**src/rtl/fb_pkg.sv**
```systemverilog
// Shared framebuffer geometry, widths and controller state encoding.
package fb_pkg;

    localparam int unsigned FB_WIDTH      = 160;
    localparam int unsigned FB_HEIGHT     = 120;
    localparam int unsigned FB_WORDS      = FB_WIDTH * FB_HEIGHT;
    localparam int unsigned FB_COLOR_BITS = 9;
    localparam int unsigned FB_ADDRW      = 16;

    typedef enum logic [0:0] {
        IDLE  = 1'b0,
        CLEAR = 1'b1
    } fb_state_e;

endpackage

```
**src/rtl/fb_clear_seq.sv**
```systemverilog
// Clear sequencer: walks the framebuffer address range with a latched fill colour,
// flags the final address and pulses clear_done the cycle after it is written.
import fb_pkg::*;

module fb_clear_seq (
    input  logic                     clk,
    input  logic                     reset,
    input  logic                     start,
    input  logic                     active,
    input  logic [FB_COLOR_BITS-1:0] color_in,
    output logic [FB_ADDRW-1:0]      addr,
    output logic [FB_COLOR_BITS-1:0] color,
    output logic                     last,
    output logic                     clear_done
);

    logic [FB_ADDRW-1:0]      addr_q;
    logic [FB_COLOR_BITS-1:0] color_q;
    logic                     done_q;

    // Terminal address reached while the clear is running.
    always_comb begin
        last = active && (addr_q == FB_ADDRW'(FB_WORDS - 1));
    end

    // Address counter, colour latch and done pulse.
    always_ff @(posedge clk) begin
        if (reset) begin
            addr_q  <= '0;
            color_q <= '0;
            done_q  <= 1'b0;
        end else begin
            done_q <= last;
            if (start) begin
                addr_q  <= '0;
                color_q <= color_in;
            end else if (active) begin
                addr_q <= addr_q + FB_ADDRW'(1);
            end
        end
    end

    assign addr       = addr_q;
    assign color      = color_q;
    assign clear_done = done_q;

endmodule

```
**src/rtl/fb_writer.sv**
```systemverilog
// Framebuffer writer: clips renderer draw beats, converts them to linear addresses
// through a 2-stage pipeline and drives the RAM write port; also hosts the clear
// sequencer. Define FB_WRITER_STATS_EN to implement the clip/drop counters.
import fb_pkg::*;

module fb_writer (
    input  logic                     clk,
    input  logic                     reset,
    input  logic [31:0]              Draw_X,
    input  logic [31:0]              Draw_Y,
    input  logic [31:0]              Draw_Color,
    input  logic                     Enable_Draw,
    input  logic                     clear_req,
    input  logic [FB_COLOR_BITS-1:0] clear_color,
    output logic                     fb_we,
    output logic [FB_ADDRW-1:0]      fb_addr,
    output logic [FB_COLOR_BITS-1:0] fb_data,
    output logic                     busy,
    output logic                     clear_done,
    output logic [15:0]              clip_count,
    output logic [15:0]              drop_count
);

    fb_state_e state_q, state_d;

    logic                     in_range;
    logic                     accept;
    logic                     start;
    logic                     seq_last;
    logic [FB_ADDRW-1:0]      seq_addr;
    logic [FB_COLOR_BITS-1:0] seq_color;

    logic                     s1_valid_q;
    logic [7:0]               s1_x_q;
    logic [6:0]               s1_y_q;
    logic [FB_COLOR_BITS-1:0] s1_color_q;
    logic [16:0]              lin_addr;

    logic                     draw_we_q;
    logic [FB_ADDRW-1:0]      draw_addr_q;
    logic [FB_COLOR_BITS-1:0] draw_data_q;

    logic unused_color_bits;
    assign unused_color_bits = ^Draw_Color[31:FB_COLOR_BITS];

    // Beat qualification; full 32-bit compares so negative coordinates clip.
    always_comb begin
        in_range = (Draw_X < 32'(FB_WIDTH)) && (Draw_Y < 32'(FB_HEIGHT));
        accept   = (state_q == IDLE) && !clear_req;
        start    = (state_q == IDLE) && clear_req;
    end

    // Next-state logic: clear_req is only honoured from IDLE.
    always_comb begin
        state_d = state_q;
        unique case (state_q)
            IDLE:    if (clear_req) state_d = CLEAR;
            CLEAR:   if (seq_last)  state_d = IDLE;
            default: state_d = IDLE;
        endcase
    end

    // State register.
    always_ff @(posedge clk) begin
        if (reset) state_q <= IDLE;
        else       state_q <= state_d;
    end

    // Stage 1: register the beat; invalidated when a clear starts or runs.
    always_ff @(posedge clk) begin
        if (reset) begin
            s1_valid_q <= 1'b0;
            s1_x_q     <= '0;
            s1_y_q     <= '0;
            s1_color_q <= '0;
        end else begin
            s1_valid_q <= accept && Enable_Draw && in_range;
            s1_x_q     <= Draw_X[7:0];
            s1_y_q     <= Draw_Y[6:0];
            s1_color_q <= Draw_Color[FB_COLOR_BITS-1:0];
        end
    end

    // Linear address y*160+x as (y<<7)+(y<<5)+x.
    always_comb begin
        lin_addr = ({10'd0, s1_y_q} << 7) + ({10'd0, s1_y_q} << 5) + {9'd0, s1_x_q};
    end

    // Stage 2: write-port registers; a starting clear flushes the in-flight beat.
    always_ff @(posedge clk) begin
        if (reset) begin
            draw_we_q   <= 1'b0;
            draw_addr_q <= '0;
            draw_data_q <= '0;
        end else begin
            draw_we_q   <= s1_valid_q && accept;
            draw_addr_q <= lin_addr[FB_ADDRW-1:0];
            draw_data_q <= s1_color_q;
        end
    end

    fb_clear_seq u_clear_seq (
        .clk        (clk),
        .reset      (reset),
        .start      (start),
        .active     (state_q == CLEAR),
        .color_in   (clear_color),
        .addr       (seq_addr),
        .color      (seq_color),
        .last       (seq_last),
        .clear_done (clear_done)
    );

    // Write-port mux: the clear path owns the port for the whole clear.
    always_comb begin
        busy = (state_q == CLEAR);
        if (busy) begin
            fb_we   = 1'b1;
            fb_addr = seq_addr;
            fb_data = seq_color;
        end else begin
            fb_we   = draw_we_q;
            fb_addr = draw_addr_q;
            fb_data = draw_data_q;
        end
    end

`ifdef FB_WRITER_STATS_EN
    logic        clip_hit, drop_hit;
    logic [15:0] clip_q, drop_q;

    // Classify each enabled beat as clipped or dropped.
    always_comb begin
        clip_hit = Enable_Draw && accept && !in_range;
        drop_hit = Enable_Draw && !accept;
    end

    // Saturating event counters, cleared only by reset.
    always_ff @(posedge clk) begin
        if (reset) begin
            clip_q <= '0;
            drop_q <= '0;
        end else begin
            if (clip_hit && (clip_q != 16'hFFFF)) clip_q <= clip_q + 16'd1;
            if (drop_hit && (drop_q != 16'hFFFF)) drop_q <= drop_q + 16'd1;
        end
    end

    assign clip_count = clip_q;
    assign drop_count = drop_q;
`else
    assign clip_count = '0;
    assign drop_count = '0;
`endif

endmodule
```
**config.mk**
```make
export PLATFORM = sky130hd
export DESIGN_NAME = fb_writer
export DESIGN_NICKNAME = d
export VERILOG_FILES = /design/src/rtl/fb_pkg.sv /design/src/rtl/fb_clear_seq.sv /design/src/rtl/fb_writer.sv
export SDC_FILE = /design/constraint.sdc
export NUM_CORES = 1
export LEC_CHECK = 0
export BUFFER_PORTS_ARGS = -buffer_cell sky130_fd_sc_hd__buf_4
export CORE_ASPECT_RATIO = 0.6
export CORE_MARGIN = 2
export CORE_UTILIZATION = 40
export CTS_CLUSTER_DIAMETER = 60
export CTS_CLUSTER_SIZE = 12
export DETAILED_ROUTE_END_ITERATION = 10
export HOLD_SLACK_MARGIN = 0.02
export PLACE_DENSITY = 0.75
export SLEW_MARGIN = 5
export SYNTH_ARGS = -nofsm -noshare
export SYNTH_HDL_FRONTEND = slang
export SYNTH_SLANG_ARGS = --single-unit
```
**constraint.sdc**
```tcl
create_clock -name clk -period 6.7 [get_ports clk]
set_clock_uncertainty 0.05 [all_clocks]
set_input_delay 1.005 -clock clk [delete_from_list [all_inputs] [get_ports clk]]
set_output_delay 1.005 -clock clk [all_outputs]
set_load 0.03 [all_outputs]
```
==> results.toml <==
[final_layout]
syn_to_final_growth_pct = 30.58
layout_commonest_cell = "buf_4"
mostFrequentLayoutCells = "114 x buf_4, 77 x dfxtp_1, 43 x nor2b_1"
antennaDiodeCount = 0
finalNetCount = 614
fin_area_sq_um = 4674
drive_gt1_share_pct = 32.19

[power_and_ir_drop]
power.density_nw_per_um2 = 238.5
finalPower_mw = 1.115
ir_drop_mv = 0.1317
cellLeakagePower_nw = 2.049

[run]
cap_violations = 0

[timing]
drv_slew = 0
fin_tns_setup_ps = 0
worst_pin_slew_ps = 707.7
finalHoldViolCount = 0
grt_setup_unrepaired = "false"
max_slew_margin_pct = 52.72
max_freq_ghz = 0.3698
min_period_ps = 2704
fin_crit_sh_pct = 40.36
setup_viol = 0

[floorplanning]
row_count = 26
die_w_microns = 126.1
pin_count = 169
dieArea_sq_um = 9747
initial_utilization_pct = 41.68
die_h_microns = 77.28
coreArea_sq_um = 8588

[cts]
cts_setup_buffers = 0
cts_buffer_depth = 2
numCtsBuffers = 9
htreeDepth = 3
cts-root-buf = "clkbuf_16"
cts_tree = "built"
clk_pin_slew_ps = 60
cts_resized = 0
clock-sinks = 77
holdBufCountCts = 0
clk_latency_ps = 330

[placed_design]
postPlaceCellArea_sq_um = 4388
place_congestion = 0.8400
dp_hpwl_mm = 5.858
io_buffers = 113

[setup_path]
worst_ep_arrival_time_ps = 2850
required_ps = 6850
crit_type = "reg2reg"
worstSetupStartpointType = "flop"
end_kind = "flop"
critPathMaxFanout = 4

[global_route]
antenna_found_initial = 0
grt_pass1_wl_mm = 12.54
grt_max_degree = 71
grt_use_total_pct = 15.87
grt_pass1_vias = 2762
grt.overflow.total = 0

[routing]
dr_total_vias = 2905
postRouteAntennaNets = 0
wl_per_cell_microns = 12.79
drc = 0
met2_length_mm = 3.650
top_layer = "met4"
drt_iter0_markers = 81
wl_met3_microns = 543
wl_met1_mm = 3.459
drt_wl_total_mm = 7.748
firstDrtPassIters = 4
vias_per_cell = 4.794

[synthesis]
syn_inst = 381
synth_seq_area_share_pct = 43.06
ys_seq_elements = 77
synth_area_per_cell_sq_um = 9.395
synth.distinct_cells = 40
ys_warn_count = 0
syn_area_sq_um = 3580

[outcome]
outcome = "finished, final reports clean"

[min_path]
hp-class = "reg2reg"
==> registers in the layout, indices dropped and copies added, names as in the netlist <==
register and flops:
u_clear_seq.addr 16, draw_addr_q 15, draw_data_q 9, s1_color_q 9, u_clear_seq.color 9, s1_x_q 8
s1_y_q 7, busy 1, draw_we_q 1, s1_valid_q 1, u_clear_seq.clear_done 1
==> layer usage <==
layer  vias to the layer above  track usage (%)
met5                         -                0
met1                      1314            20.10
met2                       112            26.24
li1                       1469                -
met4                         0            4.505
met3                        10            4.815
==> worst max-delay path, cell delays in order, from the launching register on <==
cell and delay, ps:
dfxtp_1 300, inv_1 50, fa_1 520, inv_1 70, fa_1 460, a21oi_1 190, o21ai_0 220, nor4bb_1 200
or4_1 520
==> final cells by class <==
class                   instances  area [sq um]
well taps                     112         140.1
inverters                      10         37.54
flip-flops and latches         77          1541
repair buffers                114         855.8
multi-input cells             277          1813
clock buffers                  11         252.7
clock inverters                 5         33.78
fillers                       785          3914
==> worst paths after layout <==
check	end	cells past startpoint	slack (ps)	from
setup / recovery	draw_addr_q[12]	8	4000	s1_x_q[7]
hold / removal	draw_data_q[5]	1	380	s1_color_q[5]
setup reg to reg	draw_addr_q[12]	8	4000	s1_x_q[7]
hold reg to reg	draw_data_q[5]	1	380	s1_color_q[5]
==> through the flow <==
step	hold WS [ps]	util, %	instances	setup slack, ps
after floorplan	355.7	-	412	4106
after CTS	385.7	54.43	606	3978
after detailed placement	372.0	51.09	590	4006
after global routing	404.6	54.43	606	3850
after global placement	367.4	51.09	590	4041
final	383.6	54.43	606	3996
==> power by group <==
group,internal (mW),switching [mW],leakage [nW]
clock network,0.271,0.180,0.138
registers,0.479,0.00733,0.633
logic,0.0782,0.0997,1.28
total,0.828,0.287,2.05
==> logic make-up after synthesis <==
logic type                 after synthesis  synth area share (%)
and+or+nand+nor                        157                 24.89
other                                    1                0.1048
xor gates and xnor gates                11                 2.691
AOI/OAI and AO/OA                       36                 5.907
adders and majority gates               16                 6.012
muxes                                   25                 7.795
buffers and inverters                   58                 9.542
DFF                                     77                 43.06
==> synth_stat cells, drive strengths merged <==
| cell | instances | area [sq um] |
|---|---|---|
| clkbuf | 14 | 52.55 |
| xor2 | 5 | 43.79 |
| nor4bb | 1 | 10.01 |
| a21o | 2 | 15.01 |
| nor4 | 15 | 93.84 |
| or2 | 2 | 12.51 |
| a21oi | 17 | 85.08 |
| nor3b | 1 | 7.510 |
| o21ai | 9 | 45.04 |
| dfxtp | 77 | 1541 |
| nor2b | 43 | 269.0 |
| ha | 14 | 175.2 |
| buf | 34 | 251.5 |
| nor3 | 7 | 35.03 |
| o31a | 1 | 8.760 |
| and4 | 1 | 8.760 |
| nor2 | 20 | 75.07 |
| nor4b | 5 | 43.79 |
| a2111oi | 1 | 8.760 |
| inv | 10 | 37.54 |
| or3 | 5 | 31.28 |
| xnor2 | 6 | 52.55 |
| nand4 | 9 | 62.56 |
| a211oi | 3 | 22.52 |
| o311ai | 2 | 17.52 |
| conb | 1 | 3.750 |
| nand2 | 28 | 105.1 |
| mux2 | 23 | 259.0 |
| fa | 2 | 40.04 |
| nand3 | 5 | 30.03 |
| mux2i | 2 | 20.02 |
| or4 | 5 | 41.29 |
| a311oi | 1 | 8.760 |
| and2 | 2 | 12.51 |
| or3b | 1 | 8.760 |
| nand2b | 7 | 43.79 |
No activity file was read; power rests on OpenSTA's default activity.
